===== config.mk =====
export PLATFORM = sky130hd
export DESIGN_NAME = sd_timeout_unit_flat
export DESIGN_NICKNAME = d
export VERILOG_FILES = /design/src/rtl/sd_timeout_unit_if.sv /design/src/rtl/sd_timeout_unit.sv /design/src/flat_wrapper.sv
export SDC_FILE = /design/constraint.sdc
export NUM_CORES = 1
export LEC_CHECK = 0
export CAP_MARGIN = 20
export CELL_PAD_IN_SITES_DETAIL_PLACEMENT = 1
export CELL_PAD_IN_SITES_GLOBAL_PLACEMENT = 2
export CORE_UTILIZATION = 30
export CTS_CLUSTER_DIAMETER = 100
export DETAILED_ROUTE_END_ITERATION = 8
export PLACE_DENSITY = 0.8
export SETUP_SLACK_MARGIN = 0.3
export SYNTH_ARGS = -nofsm -noshare
export SYNTH_HDL_FRONTEND = slang
export SYNTH_SLANG_ARGS = --single-unit

===== constraint.sdc =====
create_clock -name clk_i -period 3.35 [get_ports clk_i]
set_input_delay 0.5025 -clock clk_i [delete_from_list [all_inputs] [get_ports clk_i]]
set_output_delay 0.5025 -clock clk_i [all_outputs]
set_load 0.01 [all_outputs]

===== src/rtl/sd_timeout_unit_if.sv =====
// sd_timeout_unit_if: control/status bundle of the multi-channel timeout unit.
//
// Signalling: there is no valid/ready handshake on this bundle. start_i and
// stop_i are sampled on every rising clock edge; a one-cycle pulse acts once,
// a held level acts again on every edge it is high. pause_i is a level.
// exp_i is looked at only on an edge where start_i is high for that channel.
// All status outputs are valid every cycle. state_o exposes each channel's
// FSM state (2 bits per channel) for observation.
interface sd_timeout_unit_if #(
  parameter int NumChannels  = 2,
  parameter int CounterWidth = 28
);
  logic [NumChannels-1:0]              start_i;
  logic [NumChannels-1:0]              stop_i;
  logic [NumChannels-1:0]              pause_i;
  logic [NumChannels*4-1:0]            exp_i;
  logic [NumChannels-1:0]              running_o;
  logic [NumChannels-1:0]              expired_o;
  logic [NumChannels-1:0]              expired_pulse_o;
  logic [NumChannels*CounterWidth-1:0] cnt_o;
  logic [NumChannels*2-1:0]            state_o;

  // Host side: drives channel control, observes status.
  modport master (
    output start_i, stop_i, pause_i, exp_i,
    input  running_o, expired_o, expired_pulse_o, cnt_o, state_o
  );

  // Timeout unit side.
  modport slave (
    input  start_i, stop_i, pause_i, exp_i,
    output running_o, expired_o, expired_pulse_o, cnt_o, state_o
  );
endinterface


===== src/rtl/sd_timeout_unit.sv =====
// sd_timeout_unit: NumChannels independent timeout channels sharing one
// prescaler. Each channel counts prescaler ticks from a start pulse until
// 2**min(exp+MinExp, MaxExp) ticks have elapsed, then sits in EXPIRED with a
// sticky flag and a one-cycle entry pulse until restarted or stopped.
//
// Optional build macro: SDHCI_TIMEOUT_CNT_EN -- when defined, cnt_o carries
// each channel's live counter; when undefined, cnt_o is tied to zero. Channel
// behaviour is identical in both builds.
module sd_timeout_unit #(
  parameter int NumChannels  = 2,
  parameter int ClockDiv     = 1,
  parameter int MinExp       = 13,
  parameter int MaxExp       = 27,
  parameter int CounterWidth = MaxExp + 1
) (
  input logic              clk_i,
  input logic              rst_ni,
  sd_timeout_unit_if.slave bus
);

  // Wide enough that exp_i (max 15) + MinExp never overflows.
  localparam int ExpW = 6;

  typedef enum logic [1:0] {
    ST_IDLE    = 2'd0,
    ST_RUN     = 2'd1,
    ST_PAUSED  = 2'd2,
    ST_EXPIRED = 2'd3
  } state_e;

  // ---------------------------------------------------------------------------
  // Elaboration-time parameter checks
  // ---------------------------------------------------------------------------
  if (CounterWidth < MaxExp + 1) begin : g_chk_cnt_width
    $error("sd_timeout_unit: CounterWidth must be >= MaxExp+1");
  end
  if (NumChannels < 1 || NumChannels > 8) begin : g_chk_channels
    $error("sd_timeout_unit: NumChannels must be in 1..8");
  end
  if (ClockDiv < 1) begin : g_chk_div
    $error("sd_timeout_unit: ClockDiv must be >= 1");
  end
  if (MinExp < 0 || MaxExp < 0 || MinExp + 15 > 63 || MaxExp > 63) begin : g_chk_exp
    $error("sd_timeout_unit: MinExp/MaxExp out of range");
  end

  // ---------------------------------------------------------------------------
  // Shared prescaler: tick is high on the cycle where the prescaler is zero.
  // ---------------------------------------------------------------------------
  logic tick;

  if (ClockDiv > 1) begin : g_presc
    localparam int PrescW = $clog2(ClockDiv);
    logic [PrescW-1:0] presc_q;

    // Free-running 0..ClockDiv-1 counter.
    always_ff @(posedge clk_i or negedge rst_ni) begin
      if (!rst_ni) begin
        presc_q <= '0;
      end else if (presc_q == PrescW'(ClockDiv - 1)) begin
        presc_q <= '0;
      end else begin
        presc_q <= presc_q + PrescW'(1);
      end
    end

    assign tick = (presc_q == '0);
  end else begin : g_no_presc
    assign tick = 1'b1;
  end

  // ---------------------------------------------------------------------------
  // Per-channel state
  // ---------------------------------------------------------------------------
  state_e                  state_q [NumChannels];
  state_e                  state_d [NumChannels];
  logic [CounterWidth-1:0] cnt_q   [NumChannels];
  logic [CounterWidth-1:0] cnt_d   [NumChannels];
  logic [CounterWidth-1:0] cnt_inc [NumChannels];
  logic [CounterWidth-1:0] thresh  [NumChannels];
  logic [ExpW-1:0]         exp_q   [NumChannels];
  logic [ExpW-1:0]         exp_d   [NumChannels];
  logic [ExpW-1:0]         exp_new [NumChannels];
  logic [NumChannels-1:0]  pulse_q;
  logic [NumChannels-1:0]  pulse_d;

  // Per-channel arithmetic: clamped exponent for a start, current threshold
  // from the latched exponent, and the incremented count. exp_q never exceeds
  // MaxExp, so the shifted one always fits in CounterWidth bits.
  always_comb begin
    for (int c = 0; c < NumChannels; c++) begin
      exp_new[c] = {2'b00, bus.exp_i[c*4 +: 4]} + ExpW'(MinExp);
      if (exp_new[c] > ExpW'(MaxExp)) begin
        exp_new[c] = ExpW'(MaxExp);
      end
      thresh[c]  = CounterWidth'(1) << exp_q[c];
      cnt_inc[c] = cnt_q[c] + CounterWidth'(1);
    end
  end

  // State register: FSM state, counter, latched exponent and entry pulse.
  always_ff @(posedge clk_i or negedge rst_ni) begin
    if (!rst_ni) begin
      for (int c = 0; c < NumChannels; c++) begin
        state_q[c] <= ST_IDLE;
        cnt_q[c]   <= '0;
        exp_q[c]   <= '0;
      end
      pulse_q <= '0;
    end else begin
      for (int c = 0; c < NumChannels; c++) begin
        state_q[c] <= state_d[c];
        cnt_q[c]   <= cnt_d[c];
        exp_q[c]   <= exp_d[c];
      end
      pulse_q <= pulse_d;
    end
  end

  // Next-state logic. Priority per channel: start > stop > pause/tick.
  // The counter stops at the threshold on the expiring tick, so it never wraps.
  always_comb begin
    pulse_d = '0;
    for (int c = 0; c < NumChannels; c++) begin
      state_d[c] = state_q[c];
      cnt_d[c]   = cnt_q[c];
      exp_d[c]   = exp_q[c];
      if (bus.start_i[c]) begin
        state_d[c] = ST_RUN;
        cnt_d[c]   = '0;
        exp_d[c]   = exp_new[c];
      end else if (bus.stop_i[c]) begin
        state_d[c] = ST_IDLE;
        cnt_d[c]   = '0;
      end else begin
        unique case (state_q[c])
          ST_RUN: begin
            if (bus.pause_i[c]) begin
              state_d[c] = ST_PAUSED;
            end else if (tick) begin
              cnt_d[c] = cnt_inc[c];
              if (cnt_inc[c] == thresh[c]) begin
                state_d[c] = ST_EXPIRED;
              end
            end
          end
          ST_PAUSED: begin
            // The resume cycle itself does not count, even on a tick.
            if (!bus.pause_i[c]) begin
              state_d[c] = ST_RUN;
            end
          end
          default: begin
            // IDLE and EXPIRED hold; pause_i is ignored here.
          end
        endcase
      end
      pulse_d[c] = (state_d[c] == ST_EXPIRED) && (state_q[c] != ST_EXPIRED);
    end
  end

  // Output decode from registered state.
  always_comb begin
    bus.running_o       = '0;
    bus.expired_o       = '0;
    bus.expired_pulse_o = pulse_q;
    bus.cnt_o           = '0;
    bus.state_o         = '0;
    for (int c = 0; c < NumChannels; c++) begin
      bus.running_o[c]      = (state_q[c] == ST_RUN) || (state_q[c] == ST_PAUSED);
      bus.expired_o[c]      = (state_q[c] == ST_EXPIRED);
      bus.state_o[c*2 +: 2] = state_q[c];
`ifdef SDHCI_TIMEOUT_CNT_EN
      bus.cnt_o[c*CounterWidth +: CounterWidth] = cnt_q[c];
`endif
    end
  end

endmodule


===== src/flat_wrapper.sv =====
// flat-port wrapper written by rule: the top's interface ports become plain ports
module sd_timeout_unit_flat 
#(
  parameter int NumChannels  = 2,
  parameter int ClockDiv     = 1,
  parameter int MinExp       = 13,
  parameter int MaxExp       = 27,
  parameter int CounterWidth = MaxExp + 1
)
  (clk_i, rst_ni, bus_start_i, bus_stop_i, bus_pause_i, bus_exp_i, bus_running_o, bus_expired_o, bus_expired_pulse_o, bus_cnt_o, bus_state_o);
  sd_timeout_unit_if #(.NumChannels(NumChannels), .CounterWidth(CounterWidth)) bus_i ();
  input logic clk_i;
  input logic rst_ni;
  input wire logic [$bits(bus_i.start_i)-1:0] bus_start_i;
  input wire logic [$bits(bus_i.stop_i)-1:0] bus_stop_i;
  input wire logic [$bits(bus_i.pause_i)-1:0] bus_pause_i;
  input wire logic [$bits(bus_i.exp_i)-1:0] bus_exp_i;
  output wire logic [$bits(bus_i.running_o)-1:0] bus_running_o;
  output wire logic [$bits(bus_i.expired_o)-1:0] bus_expired_o;
  output wire logic [$bits(bus_i.expired_pulse_o)-1:0] bus_expired_pulse_o;
  output wire logic [$bits(bus_i.cnt_o)-1:0] bus_cnt_o;
  output wire logic [$bits(bus_i.state_o)-1:0] bus_state_o;
  assign bus_i.start_i = bus_start_i;
  assign bus_i.stop_i = bus_stop_i;
  assign bus_i.pause_i = bus_pause_i;
  assign bus_i.exp_i = bus_exp_i;
  assign bus_running_o = bus_i.running_o;
  assign bus_expired_o = bus_i.expired_o;
  assign bus_expired_pulse_o = bus_i.expired_pulse_o;
  assign bus_cnt_o = bus_i.cnt_o;
  assign bus_state_o = bus_i.state_o;
  sd_timeout_unit #(.NumChannels(NumChannels), .ClockDiv(ClockDiv), .MinExp(MinExp), .MaxExp(MaxExp), .CounterWidth(CounterWidth)) u_core (.clk_i(clk_i), .rst_ni(rst_ni), .bus(bus_i));
endmodule

Yosys cells after proc, flatten, opt, wreduce, memory -nomap -nowiden
Index checks and enable logic that the tools add are counted.
{"block": "classes", "eq_ne": 14, "n_lt_le_gt_ge": 2, "shift": 2, "n_reduce_logical": 8, "n_addsub": 4, "mux": 22}
{"op": "$mux W28", "count": 8}
{"op": "$add A28 B1 Y28 const B", "count": 2}
{"op": "$eq A28 B28 Y1", "count": 2}
{"op": "$shl A1 B6 Y28 const A", "count": 2}
{"op": "$mux W2", "count": 10}
{"op": "$eq A2 B2 Y1 const B", "count": 6}
{"op": "$gt A6 B5 Y1 const B", "count": 2}
{"op": "$mux W6", "count": 2}
{"op": "$add A4 B4 Y5 const B", "count": 2}
{"op": "$pmux W2 S2", "count": 2}
{"op": "$ne A3 B3 Y1 const B", "count": 2}
{"op": "$reduce_bool A3 Y1", "count": 2}
{"op": "$eq A2 B1 Y1 const B", "count": 2}
{"op": "$ne A2 B2 Y1 const B", "count": 2}
{"op": "$reduce_and A2 Y1", "count": 2}
{"op": "$logic_and A1 B1 Y1", "count": 2}
{"op": "$logic_or A1 B1 Y1", "count": 2}
{"block": "totals", "reg_bits": 74, "word_cells": 59, "inputBits": 16, "out_inout_bits": 66}

Longest topological paths before layout
{"block": "logic_depth", "ltp_word": 9, "ltp_mapped": 10, "ltp_nobuf": 9}

Worst setup path before layout
OpenSTA, ideal clock, no wires.
{"block": "synth_path", "path_kind": "register to register", "from": "reg u_core.cnt_q[0] (netlist name)", "to": "reg u_core.state_q, in the netlist u_core.bus.state_o[3]", "n_path_buf": 0, "arrival_time_ns": 2.711, "slack_ns": 0.539, "period_less_slack_ns": 2.811, "stages_incl_launch_ff": 10, "cell_sequence": "dfrtp_1 ha_1 nand3_2 nor4_1 nand2_1 xnor2_1 or4_4 nor4_2 nand4_1 a311oi_1"}
{"item": "start: declaration", "line": "sd_timeout_unit.sv:77", "text": "logic [CounterWidth-1:0] cnt_q [NumChannels];"}
{"item": "start signal: indexed assignment", "line": "sd_timeout_unit.sv:113", "text": "cnt_q[c] <= cnt_d[c];"}
{"item": "end signal: indexed assignment", "line": "sd_timeout_unit.sv:112", "text": "state_q[c] <= state_d[c];"}
{"item": "end: declaration", "line": "sd_timeout_unit.sv:75", "text": "state_e state_q [NumChannels];"}

==> impl_metrics.env <==
export IMPL_period_share_pct=86.0
export IMPL_cts_root_buf="clkbuf_16"
export IMPL_rsz0062_at_grt="no"
export IMPL_grt_pass1_wl_mm=28.9
export IMPL_cp_max_fo=14
export IMPL_h_tree_depth=3
export IMPL_startpoint_type="flop"
export IMPL_crit_arrival_ns=3.12
export IMPL_reg2reg_to="u_core.bus.state_o[3]"
export IMPL_cts_setup_buffers=0
export IMPL_antenna_found_initial=0
export IMPL_pre_cts_slack_ns=0.238
export IMPL_timing_slew_headroom_pct=51.4
export IMPL_drt_iter0_drc=265
export IMPL_most_common_layout_cells="nor2_1, dfrtp_1, nand2_1, xnor2_1, conb_1"
export IMPL_rows=53
export IMPL_fmax_mhz=347
export IMPL_timing_rr_start="u_core.exp_q[4]"
export IMPL_ctsLongestPathBuffers=2
export IMPL_place_congestion=0.806
export IMPL_avgRoutedWirePerCell_um=16.0
export IMPL_hold_path_class="in -> async"
export IMPL_syn_area_mm2=0.00656
export IMPL_synthCells=815
export IMPL_antenna_left=0
export IMPL_wl_mm=17.5
export IMPL_synth_edf_count=0
export IMPL_hold_viol=0
export IMPL_finalSetupTns_ns=0
export IMPL_area_growth_syn_to_layout_pct=8.28
export IMPL_worst_slack_ns=0.469
export IMPL_cts_tree="done"
export IMPL_io_pin_count=82
export IMPL_grt_use_total_pct=16.3
export IMPL_core_area_mm2=0.0212
export IMPL_fin_cells=1094
export IMPL_finalSetupViolations=0
export IMPL_clk_latency_ns=0.34
export IMPL_overflow=0
export IMPL_layout_commonest_cell="nor2_1"
export IMPL_p_per_area_mw_per_mm2=313
export IMPL_p_leak_nw=2.69
export IMPL_rrSetupSlack_ns=0.47
export IMPL_synthArstFlopShare_pct=100
export IMPL_tightest_slew_ns=0.727
export IMPL_fin_nets=844
export IMPL_path_clk_slew_ns=0.06
export IMPL_crit_type="reg -> reg"
export IMPL_status="finished, final reports clean"
export IMPL_drive_gt1_share_pct=8.18
export IMPL_dr_pass1_iters=4
export IMPL_syn_avg_cell_area_um2=8.05
export IMPL_setup_worst_path_end_class="flop"
export IMPL_die_y_um=150
export IMPL_cts_sinks=72
export IMPL_first_global_vias=5483
export IMPL_ir_drop_uv=196
export IMPL_worstRegToRegCells=8
export IMPL_antennaDiodeCount=0
export IMPL_fin_skew_ns=0.00698
export IMPL_period_needed_ns=2.88
export IMPL_dieArea_mm2=0.0225
export IMPL_initial_core_util_pct=30.9
export IMPL_cts_buffers=9
export IMPL_dp_cells=1079
export IMPL_cp_required_ns=3.59
export IMPL_synth_main_ff_cell="dfrtp_1"
export IMPL_ys_seq_area_share_pct=27.5
export IMPL_hpwl_mm=12.9
export IMPL_slew_violations=0
export IMPL_port_buffers=25
export IMPL_yosys_register_bits=72
export IMPL_avgViaCountPerCell=5.04
export IMPL_route_detailed_drc=0
export IMPL_ys_types=84
export IMPL_grt_max_degree=73
export IMPL_maxCapViolCount=0
export IMPL_dieWidth_um=150
export IMPL_via_count=5517
export IMPL_yosys_warnings=0
export IMPL_power_mw=2.22
## critical path: stages (launching register included)
cell and delay [ns]:
dfrtp_1 0.52, nand2b_1 0.30, or4_1 0.51, a21oi_1 0.14, a211oi_1 0.09, or4_4 0.45, nor4_4 0.34, nand4_1 0.15
a311oi_1 0.28
## metrics by stage
stage / instance area [um2] / hold WS, ns / util, %
2_1_floorplan: 6770 / 0.207 / -
5_1_grt: 7100 / 0.0445 / 33.5
4_1_cts: 7040 / 0.359 / 33.2
3_3_place_gp: 6780 / 0.544 / 32.0
3_5_place_dp: 6780 / 0.562 / 32.0
6_report: 7100 / 0.0388 / 33.5
## cell usage after synthesis (21+ instances only)
library cell / number / area, um2
nor2_1: 95 / 357
dfrtp_1: 72 / 1800
nand2_1: 66 / 248
buf_4: 62 / 465
xnor2_1: 59 / 517
nand3_1: 52 / 260
xor2_1: 50 / 438
a21oi_1: 46 / 230
nor3_1: 30 / 150
o21ai_0: 30 / 150
nand4_1: 24 / 150
clkbuf_1: 23 / 86.3
or3_1: 21 / 131
## cell families after synthesis
group / after synthesis / share of synthesized area (%)
AOI/OAI and AO/OA: 118 / 11.7
buffers and inverters: 118 / 11.1
other: 1 / 0.0572
and+or+nand+nor: 378 / 31.4
muxes: 5 / 0.782
xor gates and xnor gates: 111 / 15.3
DFF: 72 / 27.5
adders and majority gates: 12 / 2.29
## worst max path at each step
stage	startpoint	slack, ns	end	cells after the start
2_1_floorplan	u_core.cnt_q[0]	0.54	u_core.bus.state_o[3]	9
3_3_place_gp	u_core.cnt_q[0]	0.35	u_core.bus.state_o[3]	9
3_5_place_dp	u_core.cnt_q[0]	0.24	u_core.bus.state_o[3]	9
4_1_cts	u_core.cnt_q[0]	0.33	u_core.bus.state_o[3]	9
5_1_grt	u_core.exp_q[1]	0.32	u_core.bus.state_o[3]	8
6_report	u_core.exp_q[4]	0.47	u_core.bus.state_o[3]	8
## what timing repair did
action                     4_1_cts  5_1_grt
hold buffers                     0        0
cloned                           0        0
gates resized for setup          1        8
setup endpoints to repair        1        3
## cell type report
| cell class | instances | area, um2 |
|---|---|---|
| Fill cell | 2617 | 14100 |
| Multi-Input combinational cell | 680 | 4280 |
| Sequential cell | 72 | 1800 |
| Timing Repair Buffer | 39 | 373 |
| Tap cell | 275 | 344 |
| Clock buffer | 10 | 229 |
| Inverter | 14 | 52.6 |
| Clock inverter | 4 | 23.8 |
## routing by layer
layer  wire length, um  track usage, %
met1              8480            21.5
met2              8200            26.5
met3               549            2.84
met4               309            5.51
met5                 0               0
## flip-flops by register name, summed over array words and instances (netlist names)
name	count
u_core.bus.expired_pulse_o	2
u_core.bus.state_o	4
u_core.cnt_q	56
u_core.exp_q	10
## power by group
| part | switching [mW] | total, mW | internal [mW] | leakage, nW |
|---|---|---|---|---|
| registers | 0.0557 | 0.946 | 0.890 | 0.968 |
| clock network | 0.375 | 0.866 | 0.490 | 0.128 |
| logic | 0.252 | 0.409 | 0.157 | 1.59 |
| total | 0.683 | 2.22 | 1.54 | 2.69 |
Note: power is estimated with default switching activity, not from simulation.
